### src/rtl/led_status_pkg.sv
// Shared types for the front-panel LED driver: per-channel mode encoding,
// breath direction, and the PHY link-state to mode mapping.
package led_status_pkg;

    localparam int unsigned MODE_W = 3;

    typedef enum logic [MODE_W-1:0] {
        LED_OFF      = 3'd0,
        LED_ON       = 3'd1,
        LED_SLOW     = 3'd2,
        LED_FAST     = 3'd3,
        LED_BREATH   = 3'd4,
        LED_ON_ACT   = 3'd5,
        LED_ACT_ONLY = 3'd6,
        LED_RSVD     = 3'd7
    } led_mode_t;

    typedef enum logic {
        DIR_UP   = 1'b0,
        DIR_DOWN = 1'b1
    } breath_dir_t;

    // Link state encoding from the PHY: none / 100M / 1G / 10M
    function automatic led_mode_t link_st_to_mode(input logic [1:0] link_st);
        led_mode_t mode;
        case (link_st)
            2'b00:   mode = LED_OFF;
            2'b01:   mode = LED_BREATH;
            2'b10:   mode = LED_ON;
            default: mode = LED_SLOW;
        endcase
        return mode;
    endfunction

endpackage

### src/rtl/breath_pwm_gen.sv
// Shared breath PWM: duty ramps between PWM_MIN and PWM_MAX, one step every
// BREATH_DIV PWM periods; breath_c is lit while pwm_cnt < duty.
module breath_pwm_gen
    import led_status_pkg::*;
#(
    parameter int unsigned PWM_FULL   = 2000,
    parameter int unsigned PWM_MIN    = 2,
    parameter int unsigned PWM_MAX    = 2000,
    parameter int unsigned BREATH_DIV = 4
) (
    input  logic sys_clk,
    input  logic sys_reset_n,
    output logic breath_c
);

    localparam int unsigned PWM_W = $clog2(PWM_FULL + 1);
    localparam int unsigned DIV_W = (BREATH_DIV > 1) ? $clog2(BREATH_DIV) : 1;

    logic [PWM_W-1:0] pwm_cnt;
    logic [PWM_W-1:0] duty;
    logic [PWM_W-1:0] duty_nxt;
    logic [DIV_W-1:0] div_cnt;
    breath_dir_t      dir;
    breath_dir_t      dir_nxt;
    logic             pwm_wrap_c;
    logic             div_last_c;
    logic             step_c;

    assign pwm_wrap_c = (pwm_cnt == PWM_W'(PWM_FULL - 1));
    assign div_last_c = (div_cnt == DIV_W'(BREATH_DIV - 1));
    assign step_c     = pwm_wrap_c && div_last_c;

    // PWM period counter and step divider
    always_ff @(posedge sys_clk or negedge sys_reset_n) begin
        if (!sys_reset_n) begin
            pwm_cnt <= '0;
            div_cnt <= '0;
        end else begin
            pwm_cnt <= pwm_wrap_c ? '0 : pwm_cnt + PWM_W'(1);
            if (pwm_wrap_c) begin
                div_cnt <= div_last_c ? '0 : div_cnt + DIV_W'(1);
            end
        end
    end

    // Direction/duty state register
    always_ff @(posedge sys_clk or negedge sys_reset_n) begin
        if (!sys_reset_n) begin
            dir  <= DIR_UP;
            duty <= PWM_W'(PWM_MIN);
        end else begin
            dir  <= dir_nxt;
            duty <= duty_nxt;
        end
    end

    // Turn around at the end stops so duty stays inside [PWM_MIN, PWM_MAX]
    always_comb begin
        dir_nxt  = dir;
        duty_nxt = duty;
        if (step_c) begin
            case (dir)
                DIR_UP: begin
                    if (duty >= PWM_W'(PWM_MAX)) begin
                        dir_nxt  = DIR_DOWN;
                        duty_nxt = duty - PWM_W'(1);
                    end else begin
                        duty_nxt = duty + PWM_W'(1);
                    end
                end
                DIR_DOWN: begin
                    if (duty <= PWM_W'(PWM_MIN)) begin
                        dir_nxt  = DIR_UP;
                        duty_nxt = duty + PWM_W'(1);
                    end else begin
                        duty_nxt = duty - PWM_W'(1);
                    end
                end
                default: begin
                    dir_nxt  = DIR_UP;
                    duty_nxt = PWM_W'(PWM_MIN);
                end
            endcase
        end
    end

    assign breath_c = (pwm_cnt < duty);

endmodule

### src/rtl/led_status_ctrl.sv
// Multi-channel status-LED driver: shared blink counter and breath PWM,
// per-channel activity stretch and mode decode, registered LED drive.
module led_status_ctrl
    import led_status_pkg::*;
#(
    parameter int unsigned CH_COUNT       = 8,
    parameter int unsigned SLOW_BIT       = 25,
    parameter int unsigned FAST_BIT       = 22,
    parameter int unsigned PWM_FULL       = 2000,
    parameter int unsigned PWM_MIN        = 2,
    parameter int unsigned PWM_MAX        = 2000,
    parameter int unsigned BREATH_DIV     = 4,
    parameter int unsigned ACT_STRETCH    = 5_000_000,
    parameter int unsigned LED_ACTIVE_LOW = 1
) (
    input  logic                         sys_clk,
    input  logic                         sys_reset_n,
    input  logic [MODE_W*CH_COUNT-1:0]   ch_mode,
    input  logic [CH_COUNT-1:0]          ch_activity,
    input  logic                         lamp_test,
    output logic                         slow_phase,
    output logic                         fast_phase,
    output logic [CH_COUNT-1:0]          led_out
);

    localparam int unsigned BLINK_W = SLOW_BIT + 1;
    localparam int unsigned STR_W   = $clog2(ACT_STRETCH + 1);
    localparam logic        POL     = (LED_ACTIVE_LOW != 0);
    localparam logic [CH_COUNT-1:0] DARK = {CH_COUNT{POL}};

    logic [BLINK_W-1:0]  blink_cnt;
    logic                breath_c;
    logic [CH_COUNT-1:0] act_c;
    logic [CH_COUNT-1:0] lit_c;

    breath_pwm_gen #(
        .PWM_FULL   (PWM_FULL),
        .PWM_MIN    (PWM_MIN),
        .PWM_MAX    (PWM_MAX),
        .BREATH_DIV (BREATH_DIV)
    ) u_breath (
        .sys_clk     (sys_clk),
        .sys_reset_n (sys_reset_n),
        .breath_c    (breath_c)
    );

    for (genvar i = 0; i < CH_COUNT; i++) begin : g_ch
        logic [STR_W-1:0] stretch;
        led_mode_t        mode;
        logic             lit_ch;

        // Reload on activity so back-to-back strobes never leave a gap
        always_ff @(posedge sys_clk or negedge sys_reset_n) begin
            if (!sys_reset_n) begin
                stretch <= '0;
            end else if (ch_activity[i]) begin
                stretch <= STR_W'(ACT_STRETCH);
            end else if (stretch != '0) begin
                stretch <= stretch - STR_W'(1);
            end
        end

        assign act_c[i] = (stretch != '0);
        assign mode     = led_mode_t'(ch_mode[MODE_W*i +: MODE_W]);

        always_comb begin
            lit_ch = 1'b0;
            case (mode)
                LED_OFF:      lit_ch = 1'b0;
                LED_ON:       lit_ch = 1'b1;
                LED_SLOW:     lit_ch = blink_cnt[SLOW_BIT];
                LED_FAST:     lit_ch = blink_cnt[FAST_BIT];
                LED_BREATH:   lit_ch = breath_c;
                LED_ON_ACT:   lit_ch = act_c[i] ? blink_cnt[FAST_BIT] : 1'b1;
                LED_ACT_ONLY: lit_ch = act_c[i];
                default:      lit_ch = 1'b0;
            endcase
            if (lamp_test) begin
                lit_ch = 1'b1;
            end
        end

        assign lit_c[i] = lit_ch;
    end

    // Phases and LEDs sample the same blink_cnt value, so they stay aligned
    always_ff @(posedge sys_clk or negedge sys_reset_n) begin
        if (!sys_reset_n) begin
            blink_cnt  <= '0;
            slow_phase <= 1'b0;
            fast_phase <= 1'b0;
            led_out    <= DARK;
        end else begin
            blink_cnt  <= blink_cnt + BLINK_W'(1);
            slow_phase <= blink_cnt[SLOW_BIT];
            fast_phase <= blink_cnt[FAST_BIT];
            led_out    <= lit_c ^ DARK;
        end
    end

endmodule

### config.mk
export PLATFORM = sky130hd
export DESIGN_NAME = led_status_ctrl
export DESIGN_NICKNAME = d
export VERILOG_FILES = /design/src/rtl/led_status_pkg.sv /design/src/rtl/breath_pwm_gen.sv /design/src/rtl/led_status_ctrl.sv
export SDC_FILE = /design/constraint.sdc
export NUM_CORES = 1
export LEC_CHECK = 0
export BUFFER_PORTS_ARGS = -buffer_cell sky130_fd_sc_hd__buf_2
export CORE_AREA = 8 8 162 164
export DETAILED_ROUTE_END_ITERATION = 12
export DIE_AREA = 0 0 170 172
export PLACE_DENSITY = 0.85
export RECOVER_POWER = 50
export SLEW_MARGIN = 20
export SYNTH_ARGS = -nofsm -noshare
export SYNTH_HDL_FRONTEND = slang
export SYNTH_HIERARCHICAL = 1
export SYNTH_SLANG_ARGS = --single-unit
### constraint.sdc
create_clock -name sys_clk -period 2.4 [get_ports sys_clk]
set_clock_uncertainty 0.1 [all_clocks]
set_input_delay 0 -clock sys_clk [delete_from_list [all_inputs] [get_ports sys_clk]]
set_output_delay 0 -clock sys_clk [all_outputs]
set_load 0.1 [all_outputs]
==> results of run 1 <==
## sequential cells by signal, indices dropped and copies added, names as in the netlist
signal            cells
blink_cnt            26
fast_phase            1
g_ch.stretch        184
led_out               8
slow_phase            1
u_breath/dir          1
u_breath/div_cnt      2
u_breath/duty        11
u_breath/pwm_cnt     11
## layout make-up
class	instances	area [µm²]	area share
clock buffer	38	787	0.0491
inverter	37	139	0.00866
sequential	245	6140	0.383
tap	324	405	0.0253
antenna	1	2.50	0.000156
multi-input combinational	1068	7050	0.440
clock inverter	9	223	0.0139
timing repair buffer	173	1280	0.0800
## cells by family (layout without fill, tap and decap cells)
logic type	after synthesis	in the layout	synth area share
AOI/OAI and AO/OA	206	206	0.0964
xor gates and xnor gates	154	154	0.101
adders and majority gates	29	29	0.0273
buffers and inverters	82	257	0.0245
DFF	245	245	0.462
muxes	19	19	0.0149
other	0	1	0
and+or+nand+nor	660	660	0.274
## metrics by stage
stage / total power (µW) / utilization / area [µm²] / setup WS [ns] / setup TNS (ns)
floorplan: 5480 / - / 13300 / 0.0805 / 0
global placement: 5870 / 0.603 / 14400 / 0.0259 / 0
detailed placement: 5930 / 0.603 / 14400 / -0.0590 / -0.0893
CTS: 10700 / 0.663 / 15800 / -0.0182 / -0.0196
global route: 11100 / 0.673 / 16000 / -0.274 / -2.90
finish: 10600 / 0.673 / 16000 / -0.162 / -1.35
## power groups by stage
| stage | Combinational [µW] | Sequential [µW] | Clock [µW] |
|---|---|---|---|
| final | 1400 | 4590 | 4650 |
| after CTS | 1370 | 4580 | 4720 |
| after global routing | 1560 | 4620 | 4890 |
| after floorplan | 794 | 4690 | 0 |
| after detailed placement | 1290 | 4640 | 0 |
| after global placement | 1250 | 4620 | 0 |
## layer usage
layer  up-vias  global-route usage  wire length [µm]
met5         -                   0                 0
met4         0              0.0763              1390
met3       118              0.0288              2000
met2       442               0.370             16300
met1      5563               0.259             13200
li1       5327                   -                 -
## worst max-delay path: cells and delay by family, from the launching register on
| family | cells | cell delay (ns) |
|---|---|---|
| AOI/OAI and AO/OA | 3 | 0.68 |
| and+or+nand+nor | 2 | 1.10 |
| buffers and inverters | 1 | 0.18 |
| DFF | 1 | 0.42 |
## worst paths after layout
check,from,to,cells past startpoint
worst max-delay path,g_ch[1].stretch[17],g_ch[1].stretch[15],6
worst min-delay path,ch_mode[12],led_out[4],3
worst max register to register,g_ch[1].stretch[17],g_ch[1].stretch[15],6
worst min register to register,blink_cnt[0],blink_cnt[0],1
max in group asynchronous,sys_reset_n,g_ch[5].stretch[0],4
min in group asynchronous,sys_reset_n,g_ch[0].stretch[7],3
## repair_timing
action,CTS,global route
buffers inserted,3,10
gates cloned,0,0
pin swaps,7,12
endpoints found under the setup margin,9,31
hold endpoints to repair,426,0
hold buffers,38,0
gates resized for setup,7,41
## cell usage in the layout (no fill, tap or decap), drive strengths merged, types with 11 or more instances in the layout
cell | synthesis | routed
dfrtp | 236 | 236
or2 | 11 | 11
a211oi | 19 | 19
nand4 | 42 | 42
nand2b | 39 | 39
o21ai | 53 | 53
a21oi | 61 | 61
o31ai | 13 | 13
clkbuf | 32 | 53
nand2 | 87 | 87
or4 | 25 | 25
and3 | 18 | 18
nor2b | 22 | 22
buf | 13 | 120
dlygate4sd3 | 0 | 38
nand3b | 16 | 16
xor2 | 53 | 53
inv | 36 | 36
nand3 | 32 | 32
xnor2 | 101 | 101
nor4 | 55 | 55
nor2 | 169 | 169
a31oi | 18 | 18
ha | 29 | 29
nor3 | 63 | 63
mux2i | 13 | 13
or3 | 36 | 36
==> reports/qor.csv, run 1 <==
metric,value,unit
final setup fails,16,
IO buf count,44,
instance count after placement with tap cells included,1796,
Critical-path top delay cell,sky130_fd_sc_hd__or4_4,
via count of the first global-routing pass,11144,
initial core utilization,0.559,
startpoint-to-endpoint class of the critical path,flip-flop to flip-flop,
crit path time final,2.56,ns
via count,11450,
antenna violations before repair,1,
maximum frequency from static timing analysis,390,MHz
top fanout value on the critical path,6,
worst endpoint data arrival time,2.90,ns
worst-case vdd ir drop,380,µV
total routing resource utilization after global routing,0.209,
main area contributors after synthesis,"sky130_fd_sc_hd__dfrtp_1 (44%), sky130_fd_sc_hd__xnor2_1 (6.6%), sky130_fd_sc_hd__nor2_1 (4.8%)",
required time of the worst setup path,2.74,ns
instance count of the mapped netlist,1395,
depth of the CTS H-tree,1,
period utilization,1.07,
Layout fillers,1676,
count of final max-slew check failures,0,
post-detailed-route wirelength per cell,17.4,µm
yosys warns,6,
unrepaired setup endpoints after global routing,true,
clock latency of the later-clocked register in the worst-skew pair,0.52,ns
cell type with the highest aggregate area in the netlist,sky130_fd_sc_hd__dfrtp_1,
pin count of the biggest net entering global routing,73,
post-synthesis instance area,0.0133,mm²
vertical die dimension,172,µm
number of enable flip-flop cells after synthesis,0,
post-synthesis async set-or-reset flop share,1.00,
violations in the final reports,negative setup slack,
DP HPWL,19.7,mm
nets in the synthesized netlist,1459,
"Area growth, synth to finish",20.5,%
measured slew at the worst slew-check pin,1.21,ns
Switching Power,2720,µW
overall overflow remaining after global route,0,
I/O pin count,45,
category of the worst setup path launch point,flip-flop,
min setup slack post-route,-0.162,ns
synthesized area divided by synthesized cell count,9.54,µm²
Cell Int Power,7930,µW
vias per std cell,6.04,
slack of the worst reg-to-reg path,-0.16,ns
final hold slack,0.112,ns
crit path capture type,flip-flop,
Pleak,0.00632,µW
area of the die,0.0292,mm²
sequential share of the synthesized area,0.462,
net switching share of the total power,0.255,
synth unique cells,76,
TritonCTS Buffers,26,
worst-case headroom to the max-slew limit,0.197,
hold crit path type,primary input to flip-flop,
fraction of power consumed by sequential logic,0.431,
area share of the largest cell type after synthesis,0.444,
GP Congestion,0.877,
core area,0.0238,mm²
share of post-route cells with drive strength above 1,0.160,
Die W,170,µm
Final Instance Count excl. Fillers,1895,
maximum clock insertion buffer count,3,
most frequent cells after synthesis,"sky130_fd_sc_hd__dfrtp_1 (236), sky130_fd_sc_hd__nor2_1 (169), sky130_fd_sc_hd__xnor2_1 (101)",
run status,"finished, violations left",
final wirelength,32.9,mm
combinational group share of total power,0.132,
"most used cell, CP",sky130_fd_sc_hd__or4_4,
final-stage net count,1615,
share of total power in the clock network,0.437,
number of violations of the max-capacitance limit,0,
number of clock sinks,245,
Rows,57,
First-pass DRT Iterations,6,
global-route wire length before repair,52.3,mm
detailed router's first-iteration violation count,1118,
DRC viols,0,
Post-synth top flop,sky130_fd_sc_hd__dfrtp_1,
cells traversed along the worst timing path,or4_4 -> or4_4 -> o31ai_4 -> buf_6 -> o21ai_0 -> a21oi_1,
cell at the root of the clock tree,sky130_fd_sc_hd__clkbuf_16,
"Clk pin slew, worst setup/hold paths",0.06,ns
Yosys reg bits,245,
"count leader, synth",sky130_fd_sc_hd__dfrtp_1,
residual antenna-violating net count after detailed routing,0,
slowest cell delay on critical path,0.56,ns
final hold violation count,0,
power density normalized to cell area,664,mW/mm²
TritonCTS clock tree,yes,
Power figures use the tool's default switching activity.
==> inputs of run 2 (changes only) <==
--- a/config.mk
+++ b/config.mk
@@ -6,11 +6,11 @@
 export NUM_CORES = 1
 export LEC_CHECK = 0
 export BUFFER_PORTS_ARGS = -buffer_cell sky130_fd_sc_hd__buf_2
+export CAP_MARGIN = 40
 export CORE_AREA = 8 8 162 164
 export DETAILED_ROUTE_END_ITERATION = 12
 export DIE_AREA = 0 0 170 172
 export PLACE_DENSITY = 0.85
-export RECOVER_POWER = 50
 export SLEW_MARGIN = 20
 export SYNTH_ARGS = -nofsm -noshare
 export SYNTH_HDL_FRONTEND = slang
==> run 2 against run 1 <==
  * First-iteration DRC count fell by 3.8%
  * Die area did not move
  * Critical path type unchanged
  * Clock-buffer cell count unchanged
  * Highest routed layer unchanged
  * Hold slack improved by 0.00089 ns
  * The flow still finishes with violations (negative setup slack)
  * Non-clock buffer count did not move
==> reports/qor.csv, run 2 (synthesized netlist as in run 1, its figures left out) <==
metric,value,unit
"Clk pin slew, worst setup/hold paths",0.06,ns
residual antenna-violating net count after detailed routing,0,
power density normalized to cell area,663,mW/mm²
depth of the CTS H-tree,1,
"most common cell after layout, fill and taps aside",sky130_fd_sc_hd__dfrtp_1,
category of the worst setup path launch point,flip-flop,
pin count of the biggest net entering global routing,73,
maximum clock insertion buffer count,3,
final-stage net count,1615,
number of violations of the max-capacitance limit,0,
final hold slack,0.113,ns
"Area growth, synth to finish",20.9,%
Final TNS setup,-1.35,ns
number of flip-flops under the largest register name,184,
capturing instance or port of the critical path,g_ch[1].stretch[15],
startpoint of the worst-slack reg-to-reg timing path,g_ch[1].stretch[17],
GP Congestion,0.877,
"most used cell, CP",sky130_fd_sc_hd__or4_4,
IO buf count,44,
maximum frequency from static timing analysis,391,MHz
vias per std cell,6.04,
First-pass DRT Iterations,6,
top fanout value on the critical path,6,
Pleak,0.00637,µW
count of final max-slew check failures,0,
Critical Path Stages,6,
count of buffer and inverter cells on the critical path,1,
DRC viols,0,
clock latency of the later-clocked register in the worst-skew pair,0.52,ns
crit path time final,2.56,ns
depth of the worst register-to-register path,6,
core area,0.0238,mm²
worst-case vdd ir drop,382,µV
Critical-path top delay cell,sky130_fd_sc_hd__or4_4,
Final Power,10700,µW
min setup slack post-route,-0.158,ns
antenna violations before repair,1,
DP HPWL,19.7,mm
worst reg2reg endpoint,g_ch[1].stretch[15],
Placement Setup Slack,-0.0590,ns
overall overflow remaining after global route,0,
Layout fillers,1662,
"Most flops, register",g_ch.stretch,
final hold violation count,0,
global-route wire length before repair,52.3,mm
cells traversed along the worst timing path,or4_4 -> or4_4 -> o31ai_4 -> buf_6 -> o21ai_0 -> a21oi_1,
most frequent cells in the layout,"sky130_fd_sc_hd__dfrtp_1 (236), sky130_fd_sc_hd__nor2_1 (168), sky130_fd_sc_hd__xnor2_1 (101), sky130_fd_sc_hd__nand2_1 (84), sky130_fd_sc_hd__buf_4 (84)",
final setup fails,18,
Die W,170,µm
period utilization,1.07,
worst endpoint data arrival time,2.90,ns
post-detailed-route wirelength per cell,17.4,µm
vertical die dimension,172,µm
run status,"finished, violations left",
initial core utilization,0.559,
detailed router's first-iteration violation count,1076,
final wirelength,32.9,mm
unrepaired setup endpoints after global routing,true,
total routing resource utilization after global routing,0.209,
via count,11442,
TritonCTS Buffers,26,
Rows,57,
measured slew at the worst slew-check pin,0.742,ns
share of post-route cells with drive strength above 1,0.167,
required time of the worst setup path,2.74,ns
via count of the first global-routing pass,11144,
worst-case headroom to the max-slew limit,0.503,
crit path capture type,flip-flop,
TritonCTS clock tree,yes,
startpoint-to-endpoint class of the critical path,flip-flop to flip-flop,
Top delay family on crit path,simple AND/OR/NAND/NOR gates,
cell at the root of the clock tree,sky130_fd_sc_hd__clkbuf_16,
hold crit path type,primary input to flip-flop,
number of clock sinks,245,
leading registers by flop count,"g_ch.stretch: 184 flops, blink_cnt: 26 flops",
slack of the worst reg-to-reg path,-0.16,ns
I/O pin count,45,
area of the die,0.0292,mm²
violations in the final reports,negative setup slack,
slowest cell delay on critical path,0.56,ns
worst setup path startpoint,g_ch[1].stretch[17],
-- run 2: tightest hold or removal path, cell delays in order --
cell	delay, ns
sky130_fd_sc_hd__dlygate4sd3_1	0.52
sky130_fd_sc_hd__buf_2	0.13
sky130_fd_sc_hd__a31oi_1	0.09
-- run 2: routing by layer --
layer,vias up,GRT usage,part of all wire
met2,452,0.370,0.50
li1,5323,-,-
met5,-,0,0
met1,5559,0.259,0.41
met3,108,0.0288,0.057
met4,0,0.0763,0.038
-- run 2: layout make-up --
type,instances,area (µm²),share of cell area
antenna,1,2.50,0.000156
clock buffer,38,787,0.0489
clock inverter,9,223,0.0138
inverter,37,139,0.00863
multi-input combinational,1068,7050,0.438
sequential,245,6140,0.382
tap,324,405,0.0252
timing repair buffer,173,1340,0.0831
-- run 2: power breakdown --
| part | internal, µW | total [µW] | switching, µW |
|---|---|---|---|
| logic | 581 | 1410 | 834 |
| clock network | 3010 | 4660 | 1640 |
| registers | 4350 | 4590 | 245 |
| total | 7940 | 10700 | 2720 |
-- run 2: how the worst min path moves through the flow --
| stage | slack (ns) | from | cells past startpoint | end |
|---|---|---|---|---|
| after floorplan | -0.40 | sys_reset_n | 0 | blink_cnt[0] |
| after global placement | -0.11 | sys_reset_n | 1 | g_ch[0].stretch[7] |
| after detailed placement | -0.11 | sys_reset_n | 1 | g_ch[0].stretch[7] |
| after CTS | 0.08 | ch_mode[21] | 3 | led_out[7] |
| after global routing | 0.12 | ch_mode[12] | 3 | led_out[4] |
| final | 0.11 | ch_mode[12] | 3 | led_out[4] |
-- run 2: stage by stage --
step	area [µm²]	utilization	std cells
detailed placement	14400	0.603	1796
floorplan	13300	-	1395
global route	16100	0.675	1895
finish	16100	0.675	1895
CTS	15800	0.663	1884
global placement	14400	0.603	1796
-- run 2: what timing repair did --
item	in CTS	in global routing
gates resized for setup	7	41
setup buffers	3	10
hold buffers	38	0
setup endpoints to repair	9	31
pin swaps	7	12
endpoints found under the hold margin	426	0
